File: src/rtl/mmio_uart_tx.sv
// rtl/mmio_uart_tx.sv - MMIO-mapped 8N1 UART transmitter with TX FIFO and status register
module mmio_uart_tx #(
   parameter int CLKS_PER_BIT = 104,
   parameter int FIFO_DEPTH   = 8
) (
   input  logic        clk,
   input  logic        rst,
   input  logic        clk_enable,
   input  logic        mmio_sel,
   input  logic        reg_sel,
   input  logic        mem_we,
   input  logic [31:0] data_in,
   output logic [31:0] read_data,
   output logic        uart_tx,
   output logic        tx_irq
);

   localparam int AW = $clog2(FIFO_DEPTH);
   localparam int CW = AW + 1;
   localparam logic [CW-1:0] DEPTH_C   = CW'(FIFO_DEPTH);
   localparam logic [CW-1:0] CNT_ONE   = CW'(1);
   localparam logic [AW-1:0] PTR_ONE   = AW'(1);
   localparam logic [15:0]   BAUD_LAST = 16'(CLKS_PER_BIT - 1);

   typedef enum logic [1:0] {
      S_IDLE,
      S_START,
      S_DATA,
      S_STOP
   } state_t;

   state_t        state, state_nxt;
   logic [15:0]   baud_cnt, baud_cnt_nxt;
   logic [2:0]    bit_idx, bit_idx_nxt;
   logic [7:0]    shift_reg, shift_reg_nxt;

   logic [7:0]    fifo_mem [FIFO_DEPTH];
   logic [AW-1:0] wr_ptr, rd_ptr;
   logic [CW-1:0] count;
   logic          overflow;

   logic          pop;
   logic          push_req;
   logic          push_ok;
   logic          ovf_clr;
   logic          busy, full, empty;
   logic [31:0]   status_word;
   logic          unused_data_bits;

   // A push is only refused when the FIFO is full and the shifter is not draining a slot this edge.
   assign push_req = clk_enable & mmio_sel & mem_we & ~reg_sel;
   assign push_ok  = push_req & ((count < DEPTH_C) | pop);
   assign ovf_clr  = clk_enable & mmio_sel & mem_we & reg_sel & data_in[2];

   assign busy        = (state != S_IDLE);
   assign full        = (count == DEPTH_C);
   assign empty       = (count == '0);
   assign status_word = {21'd0, 7'(count), empty, overflow, full, busy};
   assign tx_irq      = empty & (state == S_IDLE);

   assign unused_data_bits = ^data_in[31:8];

   // Registered MMIO read port: one enabled cycle of latency, frozen while the pipeline stalls.
   always_ff @(posedge clk or posedge rst) begin
      if (rst) begin
         read_data <= 32'd0;
      end else if (clk_enable) begin
         read_data <= (mmio_sel & reg_sel) ? status_word : 32'd0;
      end
   end

   // FIFO storage has no reset; validity is tracked by count and the pointers.
   always_ff @(posedge clk) begin
      if (push_ok) begin
         fifo_mem[wr_ptr] <= data_in[7:0];
      end
   end

   // FIFO pointers and occupancy; a simultaneous push and pop leaves count unchanged.
   always_ff @(posedge clk or posedge rst) begin
      if (rst) begin
         wr_ptr <= '0;
         rd_ptr <= '0;
         count  <= '0;
      end else begin
         if (push_ok) begin
            wr_ptr <= wr_ptr + PTR_ONE;
         end
         if (pop) begin
            rd_ptr <= rd_ptr + PTR_ONE;
         end
         case ({push_ok, pop})
            2'b10:   count <= count + CNT_ONE;
            2'b01:   count <= count - CNT_ONE;
            default: count <= count;
         endcase
      end
   end

   // Sticky overflow: set by a dropped byte, cleared by a STATUS write with bit 2 set.
   always_ff @(posedge clk or posedge rst) begin
      if (rst) begin
         overflow <= 1'b0;
      end else if (push_req & ~push_ok) begin
         overflow <= 1'b1;
      end else if (ovf_clr) begin
         overflow <= 1'b0;
      end
   end

   // Shifter state register; free-running, not gated by the pipeline enable.
   always_ff @(posedge clk or posedge rst) begin
      if (rst) begin
         state     <= S_IDLE;
         baud_cnt  <= 16'd0;
         bit_idx   <= 3'd0;
         shift_reg <= 8'd0;
      end else begin
         state     <= state_nxt;
         baud_cnt  <= baud_cnt_nxt;
         bit_idx   <= bit_idx_nxt;
         shift_reg <= shift_reg_nxt;
      end
   end

   // Shifter next-state and line drive; the line is decoded from state so reset forces it high at once.
   always_comb begin
      state_nxt     = state;
      baud_cnt_nxt  = baud_cnt;
      bit_idx_nxt   = bit_idx;
      shift_reg_nxt = shift_reg;
      pop           = 1'b0;
      uart_tx       = 1'b1;
      case (state)
         S_IDLE: begin
            if (count != '0) begin
               pop           = 1'b1;
               shift_reg_nxt = fifo_mem[rd_ptr];
               baud_cnt_nxt  = 16'd0;
               bit_idx_nxt   = 3'd0;
               state_nxt     = S_START;
            end
         end
         S_START: begin
            uart_tx = 1'b0;
            if (baud_cnt == BAUD_LAST) begin
               baud_cnt_nxt = 16'd0;
               bit_idx_nxt  = 3'd0;
               state_nxt    = S_DATA;
            end else begin
               baud_cnt_nxt = baud_cnt + 16'd1;
            end
         end
         S_DATA: begin
            uart_tx = shift_reg[0];
            if (baud_cnt == BAUD_LAST) begin
               baud_cnt_nxt  = 16'd0;
               shift_reg_nxt = {1'b0, shift_reg[7:1]};
               bit_idx_nxt   = bit_idx + 3'd1;
               if (bit_idx == 3'd7) begin
                  state_nxt = S_STOP;
               end
            end else begin
               baud_cnt_nxt = baud_cnt + 16'd1;
            end
         end
         S_STOP: begin
            uart_tx = 1'b1;
            if (baud_cnt == BAUD_LAST) begin
               baud_cnt_nxt = 16'd0;
               state_nxt    = S_IDLE;
            end else begin
               baud_cnt_nxt = baud_cnt + 16'd1;
            end
         end
         default: begin
            state_nxt = S_IDLE;
         end
      endcase
   end

endmodule

File: config.mk
export PLATFORM = sky130hd
export DESIGN_NAME = mmio_uart_tx
export DESIGN_NICKNAME = d
export VERILOG_FILES = /design/src/rtl/mmio_uart_tx.sv
export SDC_FILE = /design/constraint.sdc
export NUM_CORES = 1
export LEC_CHECK = 0
export CAP_MARGIN = 20
export CORE_UTILIZATION = 40
export CTS_BUF_LIST = sky130_fd_sc_hd__clkbuf_2
export DETAILED_ROUTE_END_ITERATION = 7
export GPL_ROUTABILITY_DRIVEN = 0
export SLEW_MARGIN = 5
export SYNTH_ARGS = -nofsm -noshare
export SYNTH_HDL_FRONTEND = slang
export SYNTH_SLANG_ARGS = --single-unit
export TNS_END_PERCENT = 1
File: constraint.sdc
create_clock -name clk -period 3.5 [get_ports clk]
set_input_delay 0.875 -clock clk [delete_from_list [all_inputs] [get_ports clk]]
set_output_delay 0.875 -clock clk [all_outputs]
set_load 0.03 [all_outputs]
# Word level (Yosys, flattened, before mapping)
# Memories as Yosys holds them, arrays and structs flattened.
# Index checks and enable logic that the tools add are counted.
# W data, S select, Z words.
# classes
add_sub_neg	6
magnitude_cmp	1
n_eq_ne	13
n_reduce_logical	12
muxes	25
bitwise	12
# op_table
op	n
$mux W16	2
$pmux W16 S2	1
$mux W8	3
$add A16 B1 Y16 const B	1
$eq A16 B7 Y1 const B	1
$pmux W8 S2	1
$mux W2	5
$add A3 B1 Y3 const B	3
$and A1 B1 Y1	9
$mux W3	3
$pmux W3 S3	1
$ne A2 B2 Y1 const B	4
$pmux W2 S4	1
$pmux W4 S2	1
$reduce_bool A2 Y1	4
$eq A2 B2 Y1 const B	3
$mux W1	6
$reduce_and A5 Y1	1
$add A4 B1 Y4 const B	1
$eq A2 B1 Y1 const B	2
$eq A4 B4 Y1 const B	1
$logic_not A4 Y1	1
$lt A4 B4 Y1 const B	1
$reduce_and A4 Y1	1
other kinds (11)	12
# word_totals
regBits	72
in_bits	38
n_memories	1
ramBits	64
# mem_list
memory	depth	width	rd	rd_ports_with_merged_regs	wr	line_no	text
fifo_mem	8	8	1	0	1	37	logic [7:0] fifo_mem [FIFO_DEPTH];

# Depth between registers and ports, before layout
# Gate-level depths: netlist of run 1.
# logic_depth
depth_word	8
depth_mapped	13

# Worst setup path before layout of run 1
# OpenSTA, ideal clock, no wires.
# synth_path
kind	input-to-reg
start	in clk_enable
end	reg count[2]
path_slack_ns	0.528
t_required_ns	3.374
arrival_ns	2.846
cell_stages	11
setup_ns	0.126
path_cell_list	clkbuf_1 > nand3_1 > nor3_1 > inv_1 > ha_1 > xor2_1 > ha_1 > a21oi_1 > xor2_1 > nor2_1 > xor2_1
# synth_between
elab_chain_len	6
# synth_rtl
element	line_no	text
start: declaration	8	input logic clk_enable,
$and A1 B1 Y1 * (3 in series)	51	assign push_req = clk_enable & mmio_sel & mem_we & ~reg_sel;
$and A1 B1 Y1 *	52	assign push_ok = push_req & ((count < DEPTH_C) | pop);
$eq A2 B1 Y1 or $eq A2 B2 Y1 (tied branches)	92	case ({push_ok, pop})
$pmux W4 S2 or $reduce_bool A2 Y1 (tied branches)	n/a	
end signal: assignment	93	2'b10: count <= count + CNT_ONE;
end signal: assignment	94	2'b01: count <= count - CNT_ONE;
end signal: assignment	95	default: count <= count;
end: declaration	39	logic [CW-1:0] count;
# Every way passes the cells marked *; elsewhere a longest branch is shown, timed or not.
# A chain may end at the register's enable or synchronous reset.

# Worst setup path in the final report of run 1
# layout_path
start	reg state[0]
end	out uart_tx
# layout_between
elab_chain_len	2
# layout_rtl
element	line_no	text
start: declaration	32	state_t state, state_nxt;
start signal: assignment	119	state <= state_nxt;
$eq A2 B2 Y1 or $eq A2 B1 Y1 (tied branches)	134	case (state)
$pmux W1 S2 *	134	
end: declaration	14	output logic uart_tx,
# Marks and branches as above.

==> flow_summary.ini, run 1 <==
[power]
p_sw_share_pct = 36.0
p_clk_share_pct = 17.9
powerDensity_mw_per_mm2 = 636
p_seq_share_pct = 47.6
vdd_ir_drop_max_mv = 0.364
combPwrFrac_pct = 34.6
p_sw_uw = 1340
cellInternalPower_uw = 2380
leakage_uw = 0.00227

[timing]
hold_violations = 0
slew_violations = 0
fin_tns_setup_ns = 0
worst_slew_pin_slew_ns = 0.787
period_needed_ns = 3.35
rsz0062_at_grt = false
setup_violations = 0
worst_hold_slack_ns = 0.469
period_share_pct = 95.7
fmax_mhz = 299
maxSlewHeadroom_pct = 47.6
skew_ns = 0.0354

[setup_path]
crit_path_frequent_cell = inv_1
critPathSlowestCell = clkdlybuf4s50_1
cp-startpoint = state[0]$_DFFE_PP0P_
r2r-start = state[0]$_DFFE_PP0P_
regToRegSetupSlack_ns = 0.87
path_cells = inv_1, ha_1, inv_1, mux2_2, clkdlybuf4s50_1
path_depth = 5
required_ns = 2.62
slowest_delay_ns = 0.60
worst-path-max-fanout = 4
ff2ff_path_depth = 12
worst-path-buf-inv = 3
endpoint = uart_tx
rr_endpoint = count[2]$_DFFE_PP0P_
critical-path-top-delay-family = buffers and inverters
startpoint_type = flop
cp_data_arrival_time_ns = 2.47
cp-end-kind = primary output
critPathKind = reg2out

[synth]
yosys.area.top_type_share_pct = 36.1
yosys.cell_count.top_type = edfxtp_1
postSynthAreaPerCell_um2 = 13.1
synthMuxAreaShare_pct = 8.64
ys_top_cells_by_area = edfxtp_1 36%, dfrtp_1 23%, mux4_2 6.8%
yosys_warnings = 0
synth_top_area_cell = edfxtp_1
synth.ff_latch_count = 112
synth_top_family_by_area = simple AND/OR/NAND/NOR gates
yosys.area_share.simple_pct = 10.2
synth_xor_area_share_pct = 1.81
synthTopCellsByCount = 64 x edfxtp_1, 48 x dfrtp_1, 33 x inv_1
synth_ff_type = edfxtp_1
seq_area_frac_synth_pct = 58.6
synth_cells = 407
synth_compound_area_share_pct = 9.79
synthDistinctLibCells = 54
syn_area_mm2 = 0.00533
synth_fa_ha_area_share_pct = 3.05
synth_edf_count = 64
async_flop_share_pct = 42.9

[die]
fp.coreArea_mm2 = 0.0128
dieWidth_um = 117
die-area_mm2 = 0.0138
num_rows = 41
die_h_um = 117
num_io_pins = 72
initial_utilization_pct = 41.5

[detailed_routing]
route.detailed.drc = 0
wl_mm = 10.1
drtIter0Drc = 383
vias = 3323
ant_nets = 0
routed_via_density = 5.40
wl_per_cell_um = 16.4
first_pass_iters = 4

[grt]
grt_pass1_vias = 3258
antenna_found_initial = 0
grt_max_degree = 34
grt_overflow = 0
grt_pass1_wl_mm = 17.0
globalRouteTotalUtil_pct = 15.8

[clock_tree]
tritoncts = done
clock_latency_ns = 0.63
cts-resized-gates = 0
htreeDepth = 3
clock_tree.root_cell = clkbuf_2
cts.clk_slew.worst_paths_ns = 0.33
cts_setup_buffers = 0
cts_sinks = 112
cts_made_buffers = 9
ctsHoldBuffers = 0
clock_path_buffers = 2

[finish]
nNetsFinal = 489
largest_register_ffs = 64
top_regs = fifo_mem: 64 flops, baud_cnt: 16 flops
top_register = fifo_mem
layout-drive-gt1-share_pct = 14.4
fillerInstances = 1186
syn2layout_area_growth_pct = 9.79
antenna_cells = 0

[status]
outcome = completed

[placement]
place.detailed.hpwl_mm = 6.85
placement.io_buffers = 23

[job]
maxCapViolations = 0

[min_path]
holdCritPathClass = in2async
==> layout make-up <==
class                      instances  area [um^2]  area share (%)
clock buffer                       9         45.0           0.770
clock inverter                     7          101            1.73
inverter                          34          128            2.18
multi-input combinational        240         1870            32.0
sequential                       112         3120            53.4
tap                              172          215            3.68
timing repair buffer              41          363            6.20
==> power by group through the flow <==
stage	Sequential [uW]	Clock [uW]	Combinational, uW
6_report	1770	665	1290
5_1_grt	1800	742	1430
4_1_cts	1770	704	1300
3_5_place_dp	1790	0	1300
3_3_place_gp	1790	0	1270
2_1_floorplan	1720	0	1070
==> worst min-delay path by stage <==
| stage | startpoint | end | slack (ns) | depth (start not counted) |
|---|---|---|---|---|
| 3_3_place_gp | bit_idx[0]$_DFFE_PP0P_ | bit_idx[0]$_DFFE_PP0P_ | 0.49 | 1 |
| 6_report | rst | count[0]$_DFFE_PP0P_ | 0.47 | 2 |
| 5_1_grt | rst | count[0]$_DFFE_PP0P_ | 0.43 | 2 |
| 4_1_cts | rst | count[0]$_DFFE_PP0P_ | 0.41 | 2 |
| 3_5_place_dp | shift_reg[1]$_DFFE_PP0P_ | shift_reg[1]$_DFFE_PP0P_ | 0.50 | 1 |
| 2_1_floorplan | bit_idx[0]$_DFFE_PP0P_ | bit_idx[0]$_DFFE_PP0P_ | 0.47 | 1 |
==> cells by family (layout without fill, tap and decap cells) <==
kind of cell / after synthesis / in the layout
AO/OA/AOI/OAI: 70 / 70
XOR/XNOR: 11 / 11
adder cells (fa/ha/maj): 13 / 13
buffers and inverters: 78 / 91
flip-flops: 112 / 112
multiplexers: 25 / 25
other: 1 / 24
AND/OR/NAND/NOR: 97 / 97
==> stage by stage <==
stage	setup WS (ns)	total power, uW	util, %	instance area (um^2)	cells
after global routing	0.0437	3970	45.6	5850	615
final	0.151	3720	45.6	5850	615
after floorplan	0.528	2790	-	5410	430
after global placement	0.383	3060	44.5	5700	599
after CTS	0.0733	3780	45.6	5850	615
after detailed placement	0.389	3100	44.5	5700	599
==> metal layers <==
metal / GRT usage, % / share of wire [%]
met2: 26.0 / 49
met3: 3.40 / 3.6
met1: 20.7 / 45
met4: 5.44 / 1.7
met5: 0 / 0
==> cells in the final DEF, fill, tap and decap left out, types with 7 or more instances in the layout <==
cell type,Yosys,routed
edfxtp_1,64,64
dfrtp_1,48,48
inv_1,33,32
conb_1,1,24
clkdlybuf4s50_1,0,22
nand2_1,21,21
buf_4,24,19
mux4_2,16,16
nor2_1,15,15
o22ai_1,13,13
ha_1,13,13
nand3_1,12,12
o21ai_0,11,11
nand4_1,10,10
clkbuf_2,0,9
a221o_1,8,8
mux2_2,8,8
nor3_1,8,8
a31oi_1,7,7
Note: power is estimated with default switching activity, not from simulation.
==> inputs of run 2 (changes only) <==
SKIP_LAST_GASP = 1   (was unset)
==> results of run 2 <==
Same layout as run 1: the final DEF is identical, and so are final timing and power.
==> inputs of run 3 (changes only) <==
CELL_PAD_IN_SITES_DETAIL_PLACEMENT = 0   (was unset)
CELL_PAD_IN_SITES_GLOBAL_PLACEMENT = 1   (was unset)
PLACE_DENSITY_LB_ADDON = 0.1   (was unset)
==> run 3 against run 2 <==
Against the previous run: flip-flop and latch count unchanged; count of clock-buffer cells in the layout unchanged; fmax up 2.9%; largest cell class unchanged.
==> flow_summary.ini, run 3 (synthesized netlist as in run 1, its figures left out) <==
[status]
outcome = completed

[finish]
final_common_cell = edfxtp_1
top_regs = fifo_mem: 64 flops, baud_cnt: 16 flops
final_cell_mix = 64 x edfxtp_1, 48 x dfrtp_1, 32 x inv_1, 24 x conb_1, 22 x clkdlybuf4s50_1
layout-drive-gt1-share_pct = 14.5
largest_register_ffs = 64
fin_cells = 614
top_register = fifo_mem
antenna_cells = 0
syn2layout_area_growth_pct = 9.18
nNetsFinal = 488

[grt]
busiest_layer = met2
grt_overflow = 0
met2_usage_pct = 26.6
grt_pass1_vias = 3232
antenna_found_initial = 0
globalRouteTotalUtil_pct = 16.4
grt_max_degree = 22
use_met1_pct = 21.7
use_met3_pct = 4.38
grt_pass1_wl_mm = 17.4

[setup_path]
cp_data_arrival_time_ns = 2.38
worst-path-buf-inv = 3
path_cells = inv_1, ha_1, inv_1, mux2_2, clkdlybuf4s50_1
cp-end-kind = primary output
crit_path_frequent_cell = inv_1
critPathSlowestCell = clkdlybuf4s50_1
critPathKind = reg2out
slowest_delay_ns = 0.59
worst-path-max-fanout = 4
critical-path-top-delay-family = buffers and inverters
startpoint_type = flop
required_ns = 2.62

[detailed_routing]
drtIter0Drc = 189
routed_via_density = 5.28
wl_per_cell_um = 17.2
route.detailed.drc = 0
vias = 3243
ant_nets = 0
wl_mm = 10.5
first_pass_iters = 4

[placement]
place.detailed.hpwl_mm = 7.06
placement.io_buffers = 23
pre_cts_ws_ns = 0.345
placed_cells = 598

[job]
maxCapViolations = 0

[clock_tree]
clock_tree.root_cell = clkbuf_2
ctsHoldBuffers = 0
cts_made_buffers = 9
tritoncts = done
cts_setup_buffers = 0
cts_sinks = 112
cts.clk_slew.worst_paths_ns = 0.32
clock_latency_ns = 0.61
htreeDepth = 3
clock_path_buffers = 2

[min_path]
holdCritPathClass = in2async

[timing]
hold_violations = 0
skew_ns = 0.0411
worst_slew_pin_slew_ns = 0.854
maxSlewHeadroom_pct = 43.1
setup_violations = 0
rsz0062_at_grt = false
slew_violations = 0
fin_tns_setup_ns = 0
period_needed_ns = 3.25
timing.final.ws_setup_ns = 0.247
period_share_pct = 93.0
fmax_mhz = 307

[power]
powerDensity_mw_per_mm2 = 627
leakage_uw = 0.00225
vdd_ir_drop_max_mv = 0.353

[die]
initial_utilization_pct = 41.5
num_rows = 41
die-area_mm2 = 0.0138
die_h_um = 117
num_io_pins = 72
dieWidth_um = 117
fp.coreArea_mm2 = 0.0128
run 3: final timing paths:
check,from,to,slack (ns),cells past startpoint
max in group asynchronous,rst,baud_cnt[12]$_DFFE_PP0N_,2.39,3
worst min register to register,bit_idx[0]$_DFFE_PP0P_,bit_idx[0]$_DFFE_PP0P_,0.54,1
min in group clk,bit_idx[0]$_DFFE_PP0P_,bit_idx[0]$_DFFE_PP0P_,0.54,1
worst min-delay path,rst,baud_cnt[0]$_DFFE_PP0N_,0.47,2
worst max-delay path,state[0]$_DFFE_PP0P_,uart_tx,0.25,5
worst max register to register,state[0]$_DFFE_PP0P_,count[2]$_DFFE_PP0P_,0.90,12
run 3: through the flow:
stage                     cell area (um^2)  power, uW  hold WS (ns)  util [%]
after floorplan                       5410       2790         0.469         -
after detailed placement              5700       3110         0.499      44.4
after global routing                  5820       3900         0.427      45.4
final                                 5820       3650         0.474      45.4
after CTS                             5810       3700         0.423      45.3
after global placement                5700       3080         0.496      44.4
run 3: repair_timing:
action | in CTS | in global routing
endpoints found under the setup margin | 0 | 1
resized for setup | 0 | 2
hold endpoints to repair | 0 | 0
run 3: power breakdown:
group          internal, uW  total [uW]  leakage, uW  switching, uW
sequential             1560        1770      0.00120            215
combinational           620        1290     0.000986            669
clock                   117         583    0.0000687            466
total                  2300        3650      0.00225           1350
run 3: layout make-up:
class / instances / area (um^2)
clock buffer: 9 / 45.0
clock inverter: 7 / 70.1
fill: 1197 / 7010
inverter: 34 / 131
multi-input combinational: 240 / 1880
sequential: 112 / 3120
tap: 172 / 215
timing repair buffer: 40 / 355
run 3: metal layers:
| layer | vias up | part of all wire [%] |
|---|---|---|
| met5 | - | 0 |
| met4 | 0 | 1.0 |
| met3 | 7 | 3.6 |
| met2 | 63 | 49 |
| met1 | 1620 | 47 |
| li1 | 1553 | - |
